### src/rtl/rd_deserializer.sv
// rd_deserializer
//
// Receives two parallel serial channels from the RD transmitter and turns
// each 13-bit frame (WORD_BITS data bits MSB first, then one odd-parity bit)
// into one 32-bit buffer write that carries both channels side by side.
//
// Ports
//   LOCAL_CLK   : sole clock, everything on the rising edge
//   RESET       : synchronous, active-high reset
//   ENABLE_XFR  : transfer-active strobe from the transmitter
//   SERIAL_IN0  : channel 0 serial data
//   SERIAL_IN1  : channel 1 serial data
//   WR_EN       : one-cycle buffer write strobe per complete word
//   WR_ADDR     : buffer address of the word presented on WR_DATA
//   WR_DATA     : {3'b0, PERR1, DATA1, 3'b0, PERR0, DATA0}
//   WORD_COUNT  : complete words written in the current/last transfer
//   PERR_COUNT  : words with a parity error on either channel (saturating)
//   BUSY        : high in DATA, PARITY or OVERFLOW
//   XFR_DONE    : one-cycle pulse when a transfer ends
//   TRUNCATED   : sticky, a partial word was discarded
//   OVERFLOW    : sticky, data arrived after the buffer was full

module rd_deserializer #(
  parameter int WORD_BITS = 12,
  parameter int MAX_WORDS = 2048,
  parameter int ADDR_BITS = 11
) (
  input  logic                 LOCAL_CLK,
  input  logic                 RESET,
  input  logic                 ENABLE_XFR,
  input  logic                 SERIAL_IN0,
  input  logic                 SERIAL_IN1,
  output logic                 WR_EN,
  output logic [ADDR_BITS-1:0] WR_ADDR,
  output logic [31:0]          WR_DATA,
  output logic [ADDR_BITS:0]   WORD_COUNT,
  output logic [15:0]          PERR_COUNT,
  output logic                 BUSY,
  output logic                 XFR_DONE,
  output logic                 TRUNCATED,
  output logic                 OVERFLOW
);

  localparam int CNT_BITS = $clog2(WORD_BITS + 1);
  localparam logic [CNT_BITS-1:0] LAST_BIT = CNT_BITS'(WORD_BITS - 1);
  localparam logic [ADDR_BITS:0]  LAST_WORD = (ADDR_BITS + 1)'(MAX_WORDS - 1);

  typedef enum logic [1:0] {
    ST_IDLE     = 2'd0,
    ST_DATA     = 2'd1,
    ST_PARITY   = 2'd2,
    ST_OVERFLOW = 2'd3
  } state_t;

  state_t state;
  state_t state_next;

  logic [WORD_BITS-1:0] shift0;
  logic [WORD_BITS-1:0] shift1;
  logic [CNT_BITS-1:0]  bit_cnt;

  // decoded actions for the current cycle
  logic start_xfr;
  logic shift_en;
  logic write_word;
  logic end_xfr;
  logic set_trunc;
  logic set_ovf;

  logic perr0;
  logic perr1;

  // A frame is good when the 13 bits together hold an odd number of ones,
  // so the error flag is the inverse of the total XOR.
  assign perr0 = ~(^shift0 ^ SERIAL_IN0);
  assign perr1 = ~(^shift1 ^ SERIAL_IN1);

  assign BUSY = (state != ST_IDLE);

  // Places one channel's data and parity flag into a 16-bit half of WR_DATA.
  function automatic logic [15:0] pack_lane(input logic [WORD_BITS-1:0] d,
                                            input logic p);
    logic [15:0] lane;
    lane = '0;
    lane[WORD_BITS-1:0] = d;
    lane[WORD_BITS] = p;
    return lane;
  endfunction

  // Next-state and action decode.
  // A low ENABLE_XFR in DATA with no bits of the new word captured yet is the
  // normal end of a transfer (the transmitter drops enable right after the
  // last parity bit), so only a word with some bits already in counts as
  // truncated. The parity cycle always completes its write, even when enable
  // falls on that very sample. The OVERFLOW flag is raised only once a
  // sample actually arrives after the buffer is full, so a transfer of
  // exactly MAX_WORDS words ends clean.
  always_comb begin
    state_next = state;
    start_xfr  = 1'b0;
    shift_en   = 1'b0;
    write_word = 1'b0;
    end_xfr    = 1'b0;
    set_trunc  = 1'b0;
    set_ovf    = 1'b0;
    case (state)
      ST_IDLE: begin
        if (ENABLE_XFR) begin
          state_next = ST_DATA;
          start_xfr  = 1'b1;
        end
      end
      ST_DATA: begin
        if (!ENABLE_XFR) begin
          state_next = ST_IDLE;
          end_xfr    = 1'b1;
          set_trunc  = (bit_cnt != '0);
        end else begin
          shift_en = 1'b1;
          if (bit_cnt == LAST_BIT) begin
            state_next = ST_PARITY;
          end
        end
      end
      ST_PARITY: begin
        write_word = 1'b1;
        if (!ENABLE_XFR) begin
          state_next = ST_IDLE;
          end_xfr    = 1'b1;
        end else if (WORD_COUNT == LAST_WORD) begin
          state_next = ST_OVERFLOW;
        end else begin
          state_next = ST_DATA;
        end
      end
      ST_OVERFLOW: begin
        if (!ENABLE_XFR) begin
          state_next = ST_IDLE;
          end_xfr    = 1'b1;
        end else begin
          set_ovf = 1'b1;
        end
      end
      default: begin
        state_next = ST_IDLE;
      end
    endcase
  end

  // State register.
  always_ff @(posedge LOCAL_CLK) begin
    if (RESET) begin
      state <= ST_IDLE;
    end else begin
      state <= state_next;
    end
  end

  // Datapath: shift registers, bit counter, write port and status.
  // WR_ADDR is taken from WORD_COUNT before it increments, so addresses run
  // 0..MAX_WORDS-1 and never wrap.
  always_ff @(posedge LOCAL_CLK) begin
    if (RESET) begin
      shift0     <= '0;
      shift1     <= '0;
      bit_cnt    <= '0;
      WR_EN      <= 1'b0;
      WR_ADDR    <= '0;
      WR_DATA    <= '0;
      WORD_COUNT <= '0;
      PERR_COUNT <= '0;
      XFR_DONE   <= 1'b0;
      TRUNCATED  <= 1'b0;
      OVERFLOW   <= 1'b0;
    end else begin
      WR_EN    <= write_word;
      XFR_DONE <= end_xfr;

      if (start_xfr) begin
        // the first enabled edge already carries the MSB of word 0
        shift0     <= {{(WORD_BITS-1){1'b0}}, SERIAL_IN0};
        shift1     <= {{(WORD_BITS-1){1'b0}}, SERIAL_IN1};
        bit_cnt    <= CNT_BITS'(1);
        WR_ADDR    <= '0;
        WORD_COUNT <= '0;
        PERR_COUNT <= '0;
        TRUNCATED  <= 1'b0;
        OVERFLOW   <= 1'b0;
      end

      if (shift_en) begin
        shift0  <= {shift0[WORD_BITS-2:0], SERIAL_IN0};
        shift1  <= {shift1[WORD_BITS-2:0], SERIAL_IN1};
        bit_cnt <= bit_cnt + CNT_BITS'(1);
      end

      if (write_word) begin
        WR_DATA    <= {pack_lane(shift1, perr1), pack_lane(shift0, perr0)};
        WR_ADDR    <= WORD_COUNT[ADDR_BITS-1:0];
        WORD_COUNT <= WORD_COUNT + 1'b1;
        bit_cnt    <= '0;
        if ((perr0 || perr1) && (PERR_COUNT != 16'hFFFF)) begin
          PERR_COUNT <= PERR_COUNT + 16'd1;
        end
      end

      if (set_trunc) begin
        TRUNCATED <= 1'b1;
      end

      if (set_ovf) begin
        OVERFLOW <= 1'b1;
      end
    end
  end

endmodule
### config.mk
export PLATFORM = sky130hd
export DESIGN_NAME = rd_deserializer
export DESIGN_NICKNAME = d
export VERILOG_FILES = /design/src/rtl/rd_deserializer.sv
export SDC_FILE = /design/constraint.sdc
export NUM_CORES = 1
export LEC_CHECK = 0
export BUFFER_PORTS_ARGS = -buffer_cell sky130_fd_sc_hd__buf_2
export CELL_PAD_IN_SITES_DETAIL_PLACEMENT = 1
export CELL_PAD_IN_SITES_GLOBAL_PLACEMENT = 1
export CORE_ASPECT_RATIO = 0.6
export CORE_MARGIN = 2
export CORE_UTILIZATION = 44
export DETAILED_ROUTE_END_ITERATION = 10
export PLACE_DENSITY_LB_ADDON = 0.1
export SLEW_MARGIN = 20
export SYNTH_ARGS = -nofsm -noshare
export SYNTH_HDL_FRONTEND = slang
export SYNTH_SLANG_ARGS = --single-unit
### constraint.sdc
create_clock -name LOCAL_CLK -period 3.6 [get_ports LOCAL_CLK]
set_input_delay 0.36 -clock LOCAL_CLK [delete_from_list [all_inputs] [get_ports LOCAL_CLK]]
set_output_delay 0.36 -clock LOCAL_CLK [all_outputs]
set_load 0.05 [all_outputs]
==> flow_summary.yaml, run 1 <==
place:
  io_buffers: 74
  pre_cts_ws_ns: 1.073
  hpwl_mm: 7.614
  gp_congestion: 0.9194
clock_tree:
  root_buffer: "clkbuf_16"
  cts.clk_slew.worst_paths_ns: 0.07
  cts_tree: "done"
  clock_latency_ns: 0.35
  numCtsBuffers: 9
  htreeDepth: 3
  ctsResizeCount: 0
  cts_hold_buf: 0
  post_cts_buffers: 0
  clockBufferDepth: 2
  clock_sinks: 99
drt:
  totalWireLength_mm: 11.36
  drc: 0
  vias_per_cell: 5.694
  ant_nets: 0
  first_pass_iters: 4
  wl_per_cell_um: 16.98
  vias: 3809
  drt_iter0_drc: 204
sta:
  setup_slack_ns: 1.119
  period_needed_ns: 2.481
  worst_pin_slew_ns: 0.9383
  finClkSkew_ns: 0.006799
  slew_viol_final: 0
  tns_ns: 0
  rsz0062_at_grt: "false"
  clock.fmax_mhz: 403.1
  setup_violations: 0
  maxSlewHeadroom: 0.3687
  period_share: 0.6891
  hold_viol: 0
worst_setup_path:
  worstSetupEndpointType: "register"
  cp.arrival_ns: 2.74
  rr_endpoint: "PERR_COUNT[12]$_SDFF_PP0_"
  worstSetupPathType: "reg -> reg"
  rr_startpoint: "shift1[4]$_SDFFE_PP0P_"
  rr_worst_depth: 6
  reg2reg_slack_ns: 1.12
  critPathLaunchType: "register"
  crit_start: "shift1[4]$_SDFFE_PP0P_"
  cp.required_ns: 3.86
  cp_max_fo: 18
floorplanning:
  die_area_mm2: 0.01044
  ios: 81
  die_w_um: 130.6
  chipHeight_um: 79.94
  core_mm2: 0.009256
  initial_core_util: 0.4569
  rows: 27
global_routing:
  grt_overflow: 0
  grt_max_degree: 75
  grt_usage: 0.2314
  first_global_vias: 3655
  antenna_found_initial: 0
  grt_first_pass_wirelength_mm: 18.75
layout:
  area_growth_pct: 15.86
  antenna_cells: 0
  drive_gt1_frac: 0.1892
  fin_nets: 547
  final_util: 0.5293
synthesis:
  synthCells: 477
  synth_top_area_share: 0.4686
  synth.avg_cell_area_um2: 8.866
  synth.yosys.seq_area_share: 0.4686
  synth-edff-count: 0
  synth_area_mm2: 0.004229
  yosys_register_bits: 99
  synthArstFlopShare: 0
  synth_cell_type_count: 58
  synth-warning-count: 0
  yosys_most_used_dff: "dfxtp_1"
  synth_top_area_cell: "dfxtp_1"
  synthTopCellsByArea: "dfxtp_1 47%, nand2_1 6.5%, a21oi_1 5.0%, nor2_1 4.5%, a22oi_1 4.1%"
power_and_ir_drop:
  peakVddDrop_mv: 0.2358
  leakage_nw: 1.944
  power_density_mw_per_mm2: 426.7
  power_w: 0.002091
min_path:
  min_from: "SERIAL_IN0"
  hold_path.class: "in -> reg"
  hold-path-cell-count: 3
  hold_end: "shift0[0]$_SDFFE_PP0P_"
job:
  maxCapViolCount: 0
status:
  status: "complete, no violations"
==> how the worst max path moves through the flow <==
stage                                           end  slack, ns  depth (start not counted)
final                     PERR_COUNT[12]$_SDFF_PP0_       1.12                          6
after global routing       PERR_COUNT[8]$_SDFF_PP0_       0.93                          5
after CTS                 PERR_COUNT[12]$_SDFF_PP0_       1.10                          6
after detailed placement  PERR_COUNT[12]$_SDFF_PP0_       1.07                          7
after global placement     PERR_COUNT[5]$_SDFF_PP0_       1.18                          7
after floorplan           PERR_COUNT[14]$_SDFF_PP0_       1.28                          7
==> report_power, final <==
part,total (W),switching (W),internal (W),leakage (nW)
Clock,0.000883,0.000391,0.000491,0.126
Sequential,0.00110,0.00000553,0.00110,0.798
Combinational,0.000104,0.0000828,0.0000208,1.02
==> final cells by class <==
cell class	count	area, um^2
fill	1140	4357
tap	130	162.7
timing repair buffer	79	407.9
sequential	99	1982
inverter	10	37.54
clock buffer	12	256.5
multi-input combinational	339	2053
==> per-layer routing <==
metal  track usage  up-vias  wire length, um
met5             0        -                0
met4       0.06489        0               52
met3       0.05898        6              538
met2        0.3531       81             5206
met1        0.3243     1901             5566
li1              -     1821                -
==> state kept, by name (all words and copies together) (netlist names) <==
signal,count
WORD_COUNT,12
bit_cnt,4
XFR_DONE,1
state,2
WR_ADDR,11
WR_DATA,26
TRUNCATED,1
WR_EN,1
shift1,12
PERR_COUNT,16
OVERFLOW,1
shift0,12
==> logic make-up (layout without fill, tap and decap cells) <==
| kind of cell | Yosys count | in the layout | share of synthesized area |
|---|---|---|---|
| buffers and inverters | 44 | 101 | 0.05148 |
| DFF | 99 | 99 | 0.4686 |
| and+or+nand+nor | 174 | 174 | 0.1790 |
| xor gates and xnor gates | 18 | 18 | 0.05769 |
| muxes | 2 | 2 | 0.004734 |
| adders and majority gates | 4 | 4 | 0.01183 |
| AOI/OAI and AO/OA | 135 | 135 | 0.2257 |
| other | 1 | 6 | 0.0008867 |
==> metrics by stage <==
step / std cells / instance area (um^2) / hold slack (ns)
CTS: 669 / 4897 / 0.2759
global route: 669 / 4900 / 0.2782
global placement: 657 / 4641 / 0.4410
floorplan: 482 / 4248 / 0.4393
detailed placement: 657 / 4641 / 0.4440
finish: 669 / 4900 / 0.2880
==> cell usage in the layout, fill, tap and decap left out, drive strengths merged, types with 6 or more instances in the layout <==
cell type	instances
clkbuf	12
conb	6
a22o	9
dfxtp	99
a31oi	7
nand2	74
nand3	17
o21ai	10
xnor2	10
a21oi	42
inv	10
a22oi	23
o311ai	7
buf	79
nor3	9
xnor3	6
o31ai	7
nor2	51
==> Yosys cell counts (all sizes together) (2+ instances only) <==
library cell	count
dfxtp	99
nand2	74
nor2	51
a21oi	42
a22oi	23
buf	17
clkbuf	17
nand3	17
inv	10
o21ai	10
xnor2	10
a22o	9
nor3	9
a31oi	7
o311ai	7
o31ai	7
xnor3	6
o211ai	5
ha	4
nand4	4
a211oi	3
a311oi	3
a41oi	3
and3	3
nand2b	3
nor4	3
o41ai	3
or3	3
a31o	2
mux2i	2
nor2b	2
o2111ai	2
o21a	2
xor2	2
==> critical path, stage by stage (launching register included) <==
cell,delay [ns]
dfxtp_1,0.38
xnor3_1,0.42
xnor3_2,0.24
xnor2_1,0.35
a21o_1,0.64
o311ai_0,0.26
o31ai_1,0.11
No activity file was read; power rests on OpenSTA's default activity.
==> run 2, diff against run 1 <==
--- a/config.mk
+++ b/config.mk
@@ -10,7 +10,7 @@
 export CELL_PAD_IN_SITES_GLOBAL_PLACEMENT = 1
 export CORE_ASPECT_RATIO = 0.6
 export CORE_MARGIN = 2
-export CORE_UTILIZATION = 44
+export CORE_UTILIZATION = 37
 export DETAILED_ROUTE_END_ITERATION = 10
 export PLACE_DENSITY_LB_ADDON = 0.1
 export SLEW_MARGIN = 20
==> constraint.sdc (replaced) <==
create_clock -name LOCAL_CLK -period 2.2 [get_ports LOCAL_CLK]
set_input_delay 0.22 -clock LOCAL_CLK [delete_from_list [all_inputs] [get_ports LOCAL_CLK]]
set_output_delay 0.22 -clock LOCAL_CLK [all_outputs]
set_load 0.05 [all_outputs]
==> run 2 against run 1 <==
  * Via count down 0.92%
  * Setup slack got worse by 1.0 ns
  * Utilization shrank 7.1 points
  * Cell area rose by 5.0%
  * Worst hold slack lost 0.13 ns
  * Final cell count is 5.1% higher
  * Wire length up 2.9%
  * First-iteration DRC count grew 8.3%
  * Fmax rose by 18%
  * Critical path depth up 1
  * Highest routed layer unchanged
==> flow_summary.yaml, run 2 (synthesis gave the netlist of run 1 again) <==
status:
  status: "complete, no violations"
drt:
  vias: 3774
  totalWireLength_mm: 11.69
  drc: 0
  vias_per_cell: 5.368
  ant_nets: 0
  first_pass_iters: 6
  drt_iter0_drc: 221
  wl_per_cell_um: 16.63
sta:
  period_share: 0.9556
  clock.fmax_mhz: 475.7
  worst_pin_slew_ns: 0.7945
  setup_violations: 0
  rsz0062_at_grt: "false"
  period_needed_ns: 2.102
  tns_ns: 0
  finClkSkew_ns: 0.009927
  slew_viol_final: 0
  maxSlewHeadroom: 0.4703
  hold_viol: 0
layout:
  final_common_cell: "dfxtp_1"
  final_util: 0.4583
  multi_input_area_mm2: 0.002087
  reg.largest.list: "WR_DATA: 26 flops, PERR_COUNT: 16 flops"
  stdcell_count: 703
  antenna_cells: 0
  largest_reg_flops: 26
  fillers: 1344
  regMostFlops: "WR_DATA"
  mostFrequentLayoutCells: "94 x dfxtp_1, 74 x buf_2, 72 x nand2_1"
  area_growth_pct: 21.63
  drive_gt1_frac: 0.2343
  fin_nets: 563
  register_area_mm2: 0.001988
floorplanning:
  chipHeight_um: 86.82
  initial_core_util: 0.3768
  core_mm2: 0.01122
  ios: 81
  rows: 30
  die_w_um: 142.0
  die_area_mm2: 0.01233
clock_tree:
  cts_tree: "done"
  htreeDepth: 3
  numCtsBuffers: 9
  clock_sinks: 99
  clock_latency_ns: 0.35
  clockBufferDepth: 2
  root_buffer: "clkbuf_16"
  cts.clk_slew.worst_paths_ns: 0.07
global_routing:
  grt_first_pass_wirelength_mm: 19.00
  grt_usage: 0.1944
  antenna_found_initial: 0
  grt_max_degree: 74
  grt_overflow: 0
  busiest_layer: "met1"
  met1_usage: 0.2890
  grt_use_met2: 0.2802
  use_met3: 0.04641
  first_global_vias: 3632
worst_setup_path:
  worstSetupEndpointType: "register"
  critPathLaunchType: "register"
  worstSetupPathType: "reg -> reg"
  cp.required_ns: 2.41
  cp.arrival_ns: 2.32
  cp_max_fo: 18
power_and_ir_drop:
  peakVddDrop_mv: 0.3496
  power_w: 0.003676
  power_density_mw_per_mm2: 714.7
  leakage_nw: 2.065
job:
  maxCapViolCount: 0
place:
  io_buffers: 74
  dp_cells: 687
  gp_congestion: 0.8631
  hpwl_mm: 7.991
min_path:
  hold_path.class: "in -> reg"
run 2: cell count changes in the layout (fill, tap and decap cells not counted), sizes merged:
| cell | change |
|---|---|
| clkinvlp | +1 |
| bufinv | +2 |
| clkinv | +2 |
| buf | +16 |
| clkbuf | -1 |
run 2: metrics by stage:
stage                     setup WS [ns]  hold slack [ns]  instance area [um^2]
after floorplan                 0.03438           0.2993                  4252
after global placement           0.1347           0.4410                  4795
after detailed placement        0.03222           0.4457                  4795
after CTS                       0.04434           0.1375                  5105
after global routing           0.006246           0.1526                  5144
final                           0.09768           0.1545                  5144
run 2: repair_timing:
action,CTS,global route
hold buffers,0,0
setup endpoints to repair,1,13
buffers inserted,0,0
gates resized for setup,1,9
cloned,0,0
run 2: area by class of cell:
class / instances / area share
multi-input cells: 339 / 0.4057
clock buffers: 11 / 0.04524
inverters: 10 / 0.007297
repair buffers: 95 / 0.1051
flip-flops and latches: 99 / 0.3865
clock inverters: 5 / 0.01508
well taps: 144 / 0.03503
run 2: final timing paths:
| check | slack (ns) | from | end | cells past startpoint |
|---|---|---|---|---|
| worst max-delay path | 0.1 | shift1[3]$_SDFFE_PP0P_ | PERR_COUNT[4]$_SDFF_PP0_ | 7 |
| worst min-delay path | 0.15 | SERIAL_IN1 | shift1[0]$_SDFFE_PP0P_ | 3 |
| worst max register to register | 0.1 | shift1[3]$_SDFFE_PP0P_ | PERR_COUNT[4]$_SDFF_PP0_ | 7 |
| worst min register to register | 0.45 | WR_DATA[25]$_SDFFE_PP0P_ | WR_DATA[25]$_SDFFE_PP0P_ | 2 |
run 2: critical path, stage by stage, from the launching register on:
cell and delay [ns]:
dfxtp_1 0.42, xnor2_1 0.14, xnor3_2 0.45, xnor2_2 0.17
a21o_1 0.22, buf_12 0.16, o311ai_0 0.28, o31ai_1 0.13
run 2: per-layer routing:
metal,share of wire,vias to the layer above
li1,-,1856
met1,0.53,1833
met2,0.42,75
met3,0.038,10
met4,0.0092,0
met5,0,-
run 2: power breakdown:
| group | internal [W] | switching (W) | total (W) |
|---|---|---|---|
| registers | 0.00180 | 0.00000738 | 0.00180 |
| clock network | 0.000994 | 0.000680 | 0.00167 |
| logic | 0.0000535 | 0.000143 | 0.000197 |
| total | 0.00285 | 0.000831 | 0.00368 |
==> run 3, diff against run 2 <==
--- a/config.mk
+++ b/config.mk
@@ -10,7 +10,7 @@
 export CELL_PAD_IN_SITES_GLOBAL_PLACEMENT = 1
 export CORE_ASPECT_RATIO = 0.6
 export CORE_MARGIN = 2
-export CORE_UTILIZATION = 37
+export CORE_UTILIZATION = 35
 export DETAILED_ROUTE_END_ITERATION = 10
 export PLACE_DENSITY_LB_ADDON = 0.1
 export SLEW_MARGIN = 20
==> run 3 against run 2 <==
  * Via count decreased by 0.85%
  * Final cell count increased by 3.0%
  * Non-clock buffer count unchanged
  * Highest routed layer unchanged
==> flow_summary.yaml, run 3 (synthesis gave the netlist of run 1 again) <==
min_path:
  hold_path.class: "in -> reg"
place:
  gp_congestion: 0.7982
  hpwl_mm: 7.776
  dp_cells: 708
  io_buffers: 74
layout:
  regMostFlops: "WR_DATA"
  largest_reg_flops: 26
  reg.largest.list: "WR_DATA: 26 flops, PERR_COUNT: 16 flops"
  fin_nets: 563
  stdcell_count: 724
  final_common_cell: "dfxtp_1"
  mostFrequentLayoutCells: "92 x dfxtp_1, 74 x buf_2, 73 x nand2_1"
  drive_gt1_frac: 0.2361
  area_growth_pct: 22.81
  antenna_cells: 0
  final_util: 0.4362
drt:
  drt_iter0_drc: 147
  wl_per_cell_um: 15.72
  totalWireLength_mm: 11.38
  vias_per_cell: 5.169
  ant_nets: 0
  first_pass_iters: 4
  vias: 3742
  drc: 0
global_routing:
  first_global_vias: 3536
  grt_max_degree: 46
  antenna_found_initial: 0
  grt_usage: 0.1759
  grt_overflow: 0
  grt_first_pass_wirelength_mm: 18.15
clock_tree:
  clock_sinks: 99
  cts_tree: "done"
  numCtsBuffers: 9
  htreeDepth: 3
  cts_hold_buf: 0
  root_buffer: "clkbuf_16"
  cts.clk_slew.worst_paths_ns: 0.07
  clockBufferDepth: 2
  clock_latency_ns: 0.35
sta:
  finClkSkew_ns: 0.007144
  tns_ns: 0
  rsz0062_at_grt: "false"
  maxSlewHeadroom: 0.5969
  hold_viol: 0
  setup_violations: 0
  worst_pin_slew_ns: 0.6040
  period_needed_ns: 2.078
  clock.fmax_mhz: 481.2
  period_share: 0.9447
  slew_viol_final: 0
job:
  maxCapViolCount: 0
worst_setup_path:
  reg2reg_slack_ns: 0.12
  worstSetupPathType: "reg -> reg"
  crit_start: "shift1[3]$_SDFFE_PP0P_"
  cp_max_fo: 18
  crit_end: "PERR_COUNT[9]$_SDFF_PP0_"
  cp.arrival_ns: 2.32
  crit_cells: 7
  critPathMaxStageDelay_ns: 0.45
  worstSetupEndpointType: "register"
  crit_chain: "xnor2_1 -> xnor3_2 -> xnor2_1 -> a21o_1 -> buf_12 -> o31a_1 -> o22a_1"
  crit_family: "XOR/XNOR gates"
  rr_worst_depth: 7
  rr_endpoint: "PERR_COUNT[9]$_SDFF_PP0_"
  cp_num_buf_inv: 1
  rr_startpoint: "shift1[3]$_SDFFE_PP0P_"
  critPathLaunchType: "register"
  cp.required_ns: 2.45
  slowest_stage: "xnor3_2"
  path_common_cell: "xnor2_1"
power_and_ir_drop:
  power_density_mw_per_mm2: 736.0
  peakVddDrop_mv: 0.4192
  leakage_nw: 2.069
floorplanning:
  ios: 81
  chipHeight_um: 89.15
  die_w_um: 145.9
  core_mm2: 0.01191
  initial_core_util: 0.3552
  die_area_mm2: 0.01301
  rows: 31
status:
  status: "complete, no violations"
==> run 3: tightest hold or removal path: cells and delay by family <==
family | cells | cell delay (ns)
mux | 1 | 0.06
buf+inv | 1 | 0.10
simple gates | 1 | 0.08
==> run 3: stage by stage <==
step                area, um^2  hold WS [ns]  setup WS, ns  power [W]
finish                    5194        0.1491        0.1217   0.003822
detailed placement        4821        0.4465       0.05206   0.002039
CTS                       5164        0.1425       0.03060   0.003862
global placement          4821        0.4428        0.1437   0.002034
global route              5194        0.1590       0.01883   0.003946
floorplan                 4252        0.2993       0.03438   0.001990
==> run 3: final cells by class <==
class / count / area, um^2
clock buffers: 10 / 229.0
flip-flops and latches: 99 / 1991
multi-input cells: 339 / 2076
fillers: 1419 / 6714
well taps: 165 / 206.4
clock inverters: 6 / 113.9
repair buffers: 95 / 540.5
inverters: 10 / 37.54
==> run 3: timing repair <==
action,in CTS,in global routing
endpoints found under the setup margin,0,11
setup buffers,0,0
gates resized for setup,0,11
==> run 3: metal layers <==
| layer | vias up | wire [um] | GRT usage |
|---|---|---|---|
| li1 | 1850 | - | - |
| met1 | 1810 | 6039 | 0.2520 |
| met2 | 69 | 4741 | 0.2603 |
| met3 | 13 | 469 | 0.05051 |
| met4 | 0 | 132 | 0.04635 |
| met5 | - | 0 | 0 |
==> run 3: how the worst min path moves through the flow <==
stage	from	to	slack (ns)	depth (start not counted)
CTS	SERIAL_IN0	shift0[0]$_SDFFE_PP0P_	0.14	3
global route	SERIAL_IN0	shift0[0]$_SDFFE_PP0P_	0.16	3
detailed placement	WR_DATA[20]$_SDFFE_PP0P_	WR_DATA[20]$_SDFFE_PP0P_	0.45	2
floorplan	ENABLE_XFR	XFR_DONE$_SDFF_PP0_	0.30	1
finish	SERIAL_IN0	shift0[0]$_SDFFE_PP0P_	0.15	3
global placement	WR_DATA[19]$_SDFFE_PP0P_	WR_DATA[19]$_SDFFE_PP0P_	0.44	2
==> run 3: report_power, final <==
part | switching [W] | leakage (nW) | internal (W) | total (W)
registers | 0.00000927 | 0.802 | 0.00180 | 0.00181
clock network | 0.000703 | 0.159 | 0.00111 | 0.00182
logic | 0.000142 | 1.11 | 0.0000567 | 0.000199
total | 0.000854 | 2.07 | 0.00297 | 0.00382
